File: src/rtl/shifter_pkg.sv
// Shared definitions for the universal shifter: mode codes, FSM state encoding
// and a mode validity check.
package shifter_pkg;

    localparam logic [2:0] MODE_LSL = 3'd0;
    localparam logic [2:0] MODE_LSR = 3'd1;
    localparam logic [2:0] MODE_ASR = 3'd2;
    localparam logic [2:0] MODE_ROL = 3'd3;
    localparam logic [2:0] MODE_ROR = 3'd4;

    typedef enum logic [1:0] {
        IDLE  = 2'd0,
        SHIFT = 2'd1,
        DONE  = 2'd2
    } state_t;

    // Codes 5..7 are reserved; start with one of these is silently dropped.
    function automatic logic mode_valid(input logic [2:0] m);
        return (m <= MODE_ROR);
    endfunction

endpackage

File: src/rtl/shift_step.sv
// One single-bit shift/rotate step: next register value and the bit that leaves.
module shift_step
    import shifter_pkg::*;
#(
    parameter int WIDTH = 8
) (
    input  logic [WIDTH-1:0] q_i,
    input  logic [2:0]       mode_i,
    input  logic             serial_in_i,
    output logic [WIDTH-1:0] q_o,
    output logic             out_o
);

    always_comb begin
        q_o   = q_i;
        out_o = 1'b0;
        case (mode_i)
            MODE_LSL: begin
                q_o   = {q_i[WIDTH-2:0], serial_in_i};
                out_o = q_i[WIDTH-1];
            end
            MODE_LSR: begin
                q_o   = {serial_in_i, q_i[WIDTH-1:1]};
                out_o = q_i[0];
            end
            MODE_ASR: begin
                q_o   = {q_i[WIDTH-1], q_i[WIDTH-1:1]};
                out_o = q_i[0];
            end
            MODE_ROL: begin
                q_o   = {q_i[WIDTH-2:0], q_i[WIDTH-1]};
                out_o = q_i[WIDTH-1];
            end
            MODE_ROR: begin
                q_o   = {q_i[0], q_i[WIDTH-1:1]};
                out_o = q_i[0];
            end
            default: begin
                q_o   = q_i;
                out_o = 1'b0;
            end
        endcase
    end

endmodule

File: src/rtl/universal_shifter.sv
// Parallel-load shift register executing a multi-cycle shift/rotate command
// with a start/busy/done handshake.
module universal_shifter
    import shifter_pkg::*;
#(
    parameter int WIDTH = 8,
    parameter int AMT_W = 4
) (
    input  logic             clk,
    input  logic             reset_n,
    input  logic             load,
    input  logic [WIDTH-1:0] load_val,
    input  logic             start,
    input  logic [2:0]       mode,
    input  logic [AMT_W-1:0] amount,
    input  logic             serial_in,
    output logic [WIDTH-1:0] q,
    output logic             serial_out,
    output logic             busy,
    output logic             done
);

    state_t             state_q;
    logic [WIDTH-1:0]   shreg_q;
    logic [2:0]         mode_q;
    logic [AMT_W-1:0]   count_q;
    logic               sout_q;
    logic               busy_q;
    logic               done_q;

    logic [WIDTH-1:0]   step_q;
    logic               step_out;

    // The step always sees the latched mode, so input changes mid-command are inert.
    shift_step #(
        .WIDTH (WIDTH)
    ) u_step (
        .q_i         (shreg_q),
        .mode_i      (mode_q),
        .serial_in_i (serial_in),
        .q_o         (step_q),
        .out_o       (step_out)
    );

    always_ff @(posedge clk or negedge reset_n) begin
        if (!reset_n) begin
            state_q <= IDLE;
            shreg_q <= '0;
            mode_q  <= MODE_LSL;
            count_q <= '0;
            sout_q  <= 1'b0;
            busy_q  <= 1'b0;
            done_q  <= 1'b0;
        end else begin
            case (state_q)
                IDLE: begin
                    if (load) begin
                        shreg_q <= load_val;
                    end else if (start && mode_valid(mode)) begin
                        mode_q <= mode;
                        if (amount == '0) begin
                            state_q <= DONE;
                            done_q  <= 1'b1;
                        end else begin
                            count_q <= amount;
                            state_q <= SHIFT;
                            busy_q  <= 1'b1;
                        end
                    end
                end
                SHIFT: begin
                    shreg_q <= step_q;
                    sout_q  <= step_out;
                    count_q <= count_q - AMT_W'(1);
                    if (count_q == AMT_W'(1)) begin
                        state_q <= DONE;
                        busy_q  <= 1'b0;
                        done_q  <= 1'b1;
                    end
                end
                DONE: begin
                    state_q <= IDLE;
                    done_q  <= 1'b0;
                end
                default: begin
                    state_q <= IDLE;
                    busy_q  <= 1'b0;
                    done_q  <= 1'b0;
                end
            endcase
        end
    end

    assign q          = shreg_q;
    assign serial_out = sout_q;
    assign busy       = busy_q;
    assign done       = done_q;

endmodule

File: config.mk
export PLATFORM = sky130hd
export DESIGN_NAME = universal_shifter
export DESIGN_NICKNAME = d
export VERILOG_FILES = /design/src/rtl/shifter_pkg.sv /design/src/rtl/shift_step.sv /design/src/rtl/universal_shifter.sv
export SDC_FILE = /design/constraint.sdc
export NUM_CORES = 1
export LEC_CHECK = 0
export BUFFER_PORTS_ARGS = -buffer_cell sky130_fd_sc_hd__buf_2
export CORE_MARGIN = 3
export CORE_UTILIZATION = 35
export DETAILED_ROUTE_END_ITERATION = 8
export HOLD_SLACK_MARGIN = 0.06
export SLEW_MARGIN = 20
export SYNTH_ARGS = -nofsm -noshare
export SYNTH_HDL_FRONTEND = slang
export SYNTH_SLANG_ARGS = --single-unit
File: constraint.sdc
create_clock -name clk -period 1.78 [get_ports clk]
set_clock_uncertainty 0.2 [all_clocks]
set_input_delay 0.267 -clock clk [delete_from_list [all_inputs] [get_ports clk]]
set_output_delay 0.267 -clock clk [all_outputs]
set_load 0.05 [all_outputs]
; ---- After elaboration in Yosys (flattened, before gate mapping)
; Index checks and enable logic that the tools add are counted.
[classes]
n_lt_le_gt_ge = 1
add_sub_neg = 1
mux = 23
reduce_logical = 14
bitwise_logic = 2
eq_ne = 16
[ops]
columns = op, n
row1 = case mux 8 bit (5 select lines), 1
row2 = case mux 8 bit (2 select lines), 1
row3 = "inequality test 2 bit, second input constant", 7
row4 = two-way mux 4 bit, 3
row5 = AND reduction 4 bit, 3
row6 = AND reduction 3 bit, 3
row7 = two-way mux 1 bit, 8
row8 = two-way mux 2 bit, 4
row9 = two-way mux 8 bit, 1
row10 = case mux 4 bit (2 select lines), 1
row11 = "equality test 3 x 2 -> 1 bit, second input constant", 2
row12 = "inequality test 6 x 1 -> 1 bit, second input constant", 1
row13 = "inequality test 5 x 1 -> 1 bit, second input constant", 1
row14 = AND reduction 5 bit, 1
row15 = "equality test 4 x 1 -> 1 bit, second input constant", 1
row16 = zero test 4 bit, 1
row17 = case mux 1 bit (2 select lines), 2
row18 = case mux 2 bit (2 select lines), 1
row19 = "subtractor 4 x 1 -> 4 bit, second input constant", 1
row20 = "equality test 3 x 1 -> 1 bit, second input constant", 1
row21 = "equality test 3 bit, second input constant", 1
row22 = "less-or-equal comparator 3 bit, second input constant", 1
row23 = zero test 3 bit, 1
row24 = case mux 1 bit (3 select lines), 1
row25 = 8 further kinds, 9
[totals]
wordCells = 65
ff_bits = 20
out_inout_bits = 11
inputBits = 20

; ---- Logic depth before layout (Yosys ltp)
; Gate-level depths: netlist of run 1.
[depth]
ltp_word = 5
mapped_depth = 6
depth_no_buf = 6

; ---- Cells and area by module
; From an unflattened synthesis of run 1, not the netlist that was laid out.
[unflattened]
cells_unflattened = 152
area_unflattened_um2 = 1465.2
[modules_own_cells]
columns = mod, area_each_um2, seq_area_each_um2, n_inst, cells_each
row1 = universal_shifter, 1106.1, 500.5, 1, 108
row2 = shift_step, 359.1, 0.0, 1, 44

; ---- Worst setup path after synthesis of run 1
; Ideal clock, no wire load.
[synth_path]
path_kind = reg2reg
startpoint = register shreg_q[1], in the netlist q[1]
endpoint = register shreg_q[0], in the netlist q[0]
path_slack_ns = 0.082
path_buffers = 0
period_less_slack_ns = 1.698
stages_incl_launch_ff = 5
arrival_time_ns = 1.417
t_required_ns = 1.499
setup_ns = 0.081
path_cell_list = dfrtp_1 or3b_1 a31oi_1 o21ai_1 a31oi_2
[synth_via]
elab_chain_len = 2
[synth_lines]
columns = item, line
row1 = start: declaration, universal_shifter.sv:24  ; logic [WIDTH-1:0] shreg_q;
row2 = start signal: assignment, universal_shifter.sv:58  ; shreg_q <= load_val;
row3 = start signal: assignment, universal_shifter.sv:72  ; shreg_q <= step_q;
row4 = case mux 8 bit (5 select lines), shift_step.sv:17  ; case (mode_i)
row5 = case mux 8 bit (2 select lines), universal_shifter.sv:55  ; case (state_q)
; Every way passes these cells.
; A chain may end at the register's enable or synchronous reset.

; ---- Final worst setup path of run 1
[layout_path]
startpoint = register state_q[0]
endpoint = register shreg_q[4], in the netlist q[4]
[layout_via]
elab_chain_len = 3
word_cells_on_any_way = 7
classes_between = 3 x eq/ne / 1 x mux / 3 x reduce/logical
[layout_lines]
columns = item, line
row1 = start: declaration, universal_shifter.sv:23  ; state_t state_q;
row2 = start signal: assignment, universal_shifter.sv:47  ; state_q <= IDLE;
row3 = start signal: assignment, universal_shifter.sv:62  ; state_q <= DONE;
row4 = start signal: assignment, universal_shifter.sv:66  ; state_q <= SHIFT;
row5 = equality test 2 x 1 -> 1 bit or zero test 2 bit (tied branches), universal_shifter.sv:55
row6 = "inequality test 6 x 1 -> 1 bit (no line), or another cell as far along", n/a
row7 = AND reduction 3 bit (no line), n/a
; Several ways; a longest one is shown, not always the timed one.

==> results of run 1 <==
final cells by class:
cell class	instances	area (sq um)	area share
inverters	6	22.5	0.0132
repair buffers	56	383	0.225
clock buffers	3	22.5	0.0132
multi-input cells	100	687	0.403
clock inverters	1	30.0	0.0176
well taps	46	57.6	0.0337
flip-flops and latches	20	503	0.295
synth_stat cells, drive strengths merged (2+ instances only):
| cell | number |
|---|---|
| ha | 2 |
| a41oi | 2 |
| xor2 | 2 |
| nand2b | 3 |
| o31ai | 3 |
| a31oi | 4 |
| buf | 7 |
| a211oi | 5 |
| o32a | 2 |
| dfrtp | 20 |
| nor3 | 3 |
| o21a | 2 |
| nor2 | 18 |
| mux2 | 5 |
| inv | 6 |
| a21oi | 6 |
| mux2i | 4 |
| o21ai | 8 |
| nor2b | 2 |
| o22ai | 7 |
| o211ai | 2 |
| nand2 | 6 |
path summary, 6_finish.rpt:
kind,to,start,slack (ps)
max,q[4],state_q[0],130
min,q[7],load_val[7],80
max reg2reg,q[4],state_q[0],130
min reg2reg,done,done,300
max in group asynchronous,mode_q[1],reset_n,810
min in group asynchronous,q[7],reset_n,220
critical path, delay by kind of cell (launching register included):
kind	cells	cell delay [ps]
simple gates	1	320
buf+inv	1	180
flops	1	470
compound gates	3	390
power by group:
part | internal, mW | leakage [nW] | switching, mW | total, mW
Combinational | 0.927 | 0.497 | 1.26 | 2.18
Sequential | 0.693 | 0.231 | 0.273 | 0.966
Clock | 0.228 | 0.0279 | 0.153 | 0.380
registers in the layout (all words and copies together) (netlist names):
name / flops
mode_q: 3
busy: 1
q: 8
serial_out: 1
state_q: 2
count_q: 4
done: 1
per-layer routing:
layer  GRT usage  vias up  wire (microns)
met2       0.270       21            1590
met3      0.0425        2             132
met5           0        -               0
li1            -      602               -
met1       0.186      562            1350
met4      0.0482        0              21
timing repair:
item / 4_1_cts / 5_1_grt
hold buffers: 10 / 0
endpoints found under the setup margin: 0 / 3
buffers inserted: 0 / 3
hold endpoints to repair: 29 / 0
resized for setup: 0 / 2
through the flow:
stage,util,cell area (sq um),instances
6_report,0.503,1710,232
3_5_place_dp,0.451,1530,215
5_1_grt,0.503,1710,232
2_1_floorplan,-,1260,133
4_1_cts,0.496,1680,229
3_3_place_gp,0.451,1530,215
cell families (layout without fill, tap and decap cells):
| family | count (synthesis) | count (layout) | synth area share |
|---|---|---|---|
| buffers and inverters | 13 | 66 | 0.0576 |
| adders and majority gates | 2 | 2 | 0.0199 |
| DFF | 20 | 20 | 0.397 |
| muxes | 9 | 9 | 0.0765 |
| and+or+nand+nor | 40 | 40 | 0.167 |
| AOI/OAI and AO/OA | 47 | 47 | 0.268 |
| xor gates and xnor gates | 2 | 2 | 0.0139 |
==> flow_metrics.tcl, run 1 <==
set metrics [dict create \
    status "finished clean" \
    gp_congestion 0.853 \
    n_fill_cell 327 \
    synth_edf_count 0 \
    ys_seq_elements 20 \
    grt_pass1_vias 1179 \
    layout-drive-gt1-share 0.339 \
    timing.hold.ws_ps 83.0 \
    ys_seq_area_frac 0.397 \
    crit_path_start_kind "flip-flop" \
    rsz0062_at_grt "no" \
    worstHoldPathType "in2reg" \
    chipWidth_microns 66 \
    ys.flop_type "dfrtp_1" \
    p_leak_nw 0.756 \
    critPathSlowestCell "dfrtp_1" \
    cp_data_arrival_time_ps 1670 \
    antenna_cells 0 \
    async_flop_share 1.00 \
    final_common_cell "buf_2" \
    rows 21 \
    area.growth.synth_to_final_pct 35.4 \
    synth_top_area_share 0.397 \
    cts_tree "yes" \
    clockRootBuffer "clkbuf_4" \
    syn-num-nets 155 \
    slowest_delay_ps 470 \
    most-common-layout-cells "buf_2, nor2_1, dfrtp_1" \
    synthTopCellsByArea "dfrtp_1, nor2_1, mux2_2" \
    antenna_found_initial 0 \
    track_usage 0.156 \
    required_ps 1800 \
    clock_sinks 20 \
    power_density_nw_per_um2 2070 \
    netlist_area_sq_um 1260 \
    fin_crit_ps 1650 \
    hold_depth 3 \
    finalSetupViolations 0 \
    worstSetupEndpointType "flip-flop" \
    hpwlAfterDp_microns 2310 \
    crit_path_max_fanout 7 \
    postSynthCellCount 133 \
    clk_latency_ps 300 \
    tns_ps 0 \
    max_cap_violations 0 \
    post_drt_via_cell_ratio 5.12 \
    worst-setup-path-type "reg2reg" \
    die_h_microns 66 \
    cts_buffers 3 \
    dp_slack_ps 10.3 \
    die_area_sq_um 4360 \
    r2r_cells 5 \
    worst_slack_ps 130 \
    port_buffers 30 \
    dr.pass1.iters 6 \
    ctsLongestPathBuffers 2 \
    crit_chain "nor2b_1 > o211ai_1 > buf_4 > o22ai_1 > a211oi_2" \
    drc 0 \
    globalRouteOverflowTotal 0 \
    tightest_slew_ps 474 \
    routed_wl_microns 3100 \
    synth_top_cell_by_area "dfrtp_1" \
    wire_per_inst_microns 13.3 \
    clk_pin_slew_worst_paths_ps 130 \
    power.total_mw 3.53 \
    core_area_sq_um 3390 \
    start_util 0.372 \
    drt-initial-drc-count 66 \
    timing.max_slew.rel_slack 0.681 \
    max-vdd-ir-drop_mv 0.970 \
    nets 209 \
    vias 1187 \
    yosysWarnings 0 \
    grt_max_degree 21 \
    pin_count 31 \
    htree_num_levels 1 \
    grt_pass1_wl_microns 5230 \
    hold_violations 0 \
    antenna_left 0 \
    period_share 0.927 \
    ys_types 44 \
    maxSlewViolCount 0 \
    max_freq_mhz 606 \
    avgSynthCellArea_sq_um 9.47 \
]
Note: power is estimated with default switching activity, not from simulation.
==> inputs of run 2 (changes only) <==
--- a/config.mk
+++ b/config.mk
@@ -10,7 +10,9 @@
 export CORE_UTILIZATION = 35
 export DETAILED_ROUTE_END_ITERATION = 8
 export HOLD_SLACK_MARGIN = 0.06
+export RECOVER_POWER = 50
 export SLEW_MARGIN = 20
 export SYNTH_ARGS = -nofsm -noshare
 export SYNTH_HDL_FRONTEND = slang
+export SYNTH_HIERARCHICAL = 1
 export SYNTH_SLANG_ARGS = --single-unit
==> run 2 against run 1 <==
Effect of this change: wire length is 27% higher; hold slack worse by 3.6 ps; clock-buffer cell count stayed put; total power is 14% higher; register-to-register slack worse by 60 ps; sequential power is 6% higher; clock power is 22% higher; sequential cell count stayed put.
==> flow_metrics.tcl, run 2 <==
set metrics [dict create \
    finalSetupViolations 0 \
    hold_depth 3 \
    period_share 0.959 \
    status "finished clean" \
    max_cap_violations 0 \
    start_util 0.380 \
    synth_edf_count 0 \
    netlist_area_sq_um 1470 \
    antenna_left 0 \
    ys_seq_elements 20 \
    post_drt_via_cell_ratio 5.51 \
    most-common-layout-cells "buf_2, dfrtp_1, buf_4" \
    htree_num_levels 1 \
    synth_top_cell_by_area "dfrtp_1" \
    chipWidth_microns 70.7 \
    area.growth.synth_to_final_pct 26.0 \
    slowest_delay_ps 490 \
    dp_slack_ps 17.5 \
    core_area_sq_um 3850 \
    power.total_mw 4.01 \
    crit_path_start_kind "flip-flop" \
    pin_count 31 \
    synth.most_common_cell "dfrtp_1" \
    max_freq_mhz 586 \
    p_leak_nw 0.805 \
    cp_common_cell "o21ai_1" \
    power_density_nw_per_um2 2170 \
    port_buffers 30 \
    clockRootBuffer "clkbuf_8" \
    gp_congestion 0.885 \
    worstHoldPathType "in2reg" \
    routed_wl_microns 3930 \
    ys_seq_area_frac 0.342 \
    drt-initial-drc-count 68 \
    grt_pass1_vias 1347 \
    cts_buffers 3 \
    hpwlAfterDp_microns 2900 \
    syn-num-nets 174 \
    die_area_sq_um 5000 \
    antenna_found_initial 0 \
    wire_per_inst_microns 16.2 \
    synthTopCellsByCount "dfrtp_1, mux2i_1, nor2b_1, a22oi_1, o21ai_1" \
    timing.max_slew.rel_slack 0.603 \
    yosysWarnings 6 \
    clock_sinks 20 \
    dr.pass1.iters 4 \
    hold_violations 0 \
    required_ps 1730 \
    largest_reg_flops 8 \
    critPathSlowestCell "or3_2" \
    cp_data_arrival_time_ps 1650 \
    synthXorXnorAreaFrac 0.0171 \
    r2r_cells 5 \
    worst-setup-path-type "reg2reg" \
    grt_max_degree 21 \
    vias 1339 \
    layout-drive-gt1-share 0.328 \
    clk_latency_ps 260 \
    track_usage 0.161 \
    rsz0062_at_grt "yes" \
    antenna_cells 0 \
    drc 0 \
    tightest_slew_ps 598 \
    fin_crit_ps 1710 \
    ctsLongestPathBuffers 2 \
    synth-compound-area-share 0.232 \
    synthTopCellsByArea "dfrtp_1, mux2i_1, nor2b_1" \
    max-vdd-ir-drop_mv 0.962 \
    crit_path_max_fanout 7 \
    grt_pass1_wl_microns 6530 \
    avgSynthCellArea_sq_um 9.64 \
    maxSlewViolCount 0 \
    globalRouteOverflowTotal 0 \
    rows 22 \
    synth_top_family_by_area "compound AO/OA/AOI/OAI gates" \
    synth_simple_gate_area_share 0.206 \
    ys.flop_type "dfrtp_1" \
    die_h_microns 70.7 \
    clk_pin_slew_worst_paths_ps 80 \
    crit_chain "or3_2 > o211ai_1 > o21ai_1 > a22oi_1 > o21ai_1" \
    final_common_cell "buf_2" \
    cts_tree "yes" \
    synthAdderAreaFrac 0.0171 \
    synth_top_area_share 0.342 \
    synthMuxAreaShare 0.133 \
    worstSetupEndpointType "flip-flop" \
    ys_types 44 \
    nets 218 \
    worst_slack_ps 72.4 \
    async_flop_share 1.00 \
    postSynthCellCount 152 \
]
-- run 2: changes by cell type after synthesis, sizes merged, moves of 3 or more --
cell    previous run  this run
nor2              18         3
mux2i              4        15
nor2b              2        13
a22oi              1        10
o21ai              8        15
o22ai              7         0
a211oi             5         0
or3                1         5
clkbuf             0         3
inv                6         3
o211ai             2         5
-- run 2: metrics by stage --
| stage | utilization | hold WS, ps | area, sq um | cells | setup TNS [ps] |
|---|---|---|---|---|---|
| 3_5_place_dp | 0.451 | 49.1 | 1740 | 236 | 0 |
| 6_report | 0.479 | 79.4 | 1850 | 243 | 0 |
| 5_1_grt | 0.479 | 80.4 | 1850 | 243 | -31.5 |
| 4_1_cts | 0.473 | 68.8 | 1820 | 241 | 0 |
| 3_3_place_gp | 0.451 | 47.3 | 1740 | 236 | 0 |
| 2_1_floorplan | - | -229 | 1470 | 152 | 0 |
-- run 2: path summary, 6_finish.rpt --
kind	from	end	slack (ps)
worst min-delay path	load_val[0]	q[0]	80
min in group asynchronous	reset_n	count_q[0]	290
worst max register to register	mode_q[1]	q[3]	70
worst max-delay path	mode_q[1]	q[3]	70
worst min register to register	busy	busy	310
max in group asynchronous	reset_n	q[4]	710
-- run 2: final cells by class --
type | instances | area [sq um]
repair buffers | 50 | 309
clock inverters | 1 | 30.0
well taps | 48 | 60.1
clock buffers | 3 | 41.3
flip-flops and latches | 20 | 504
multi-input cells | 118 | 890
inverters | 3 | 11.3
fillers | 376 | 2010
-- run 2: power by group --
part,switching (mW),total [mW],internal [mW]
clock network,0.162,0.462,0.300
logic,1.42,2.53,1.11
registers,0.324,1.02,0.693
-- run 2: logic make-up after synthesis --
logic type | Yosys count
adders and majority gates | 2
DFF | 20
AOI/OAI and AO/OA | 52
and+or+nand+nor | 43
xor gates and xnor gates | 2
buffers and inverters | 14
muxes | 19
-- run 2: layer usage --
| metal | GRT usage | up-vias | routed length, microns |
|---|---|---|---|
| met5 | 0 | - | 0 |
| met4 | 0.0418 | 0 | 41 |
| met3 | 0.0412 | 6 | 183 |
| met2 | 0.266 | 39 | 1950 |
| met1 | 0.209 | 631 | 1760 |
| li1 | - | 663 | - |
-- run 2: critical path: cells and delay by family (launching register included) --
| family | cells | cell delay (ps) |
|---|---|---|
| compound gates | 4 | 440 |
| simple gates | 1 | 490 |
| flops | 1 | 460 |
-- run 2: what timing repair did --
| item | in CTS | in global routing |
|---|---|---|
| hold buffers | 1 | 0 |
| resized for setup | 1 | 7 |
| setup buffers | 0 | 2 |
| endpoints found under the hold margin | 20 | 0 |
| setup endpoints to repair | 1 | 6 |
| pin swaps | 0 | 1 |
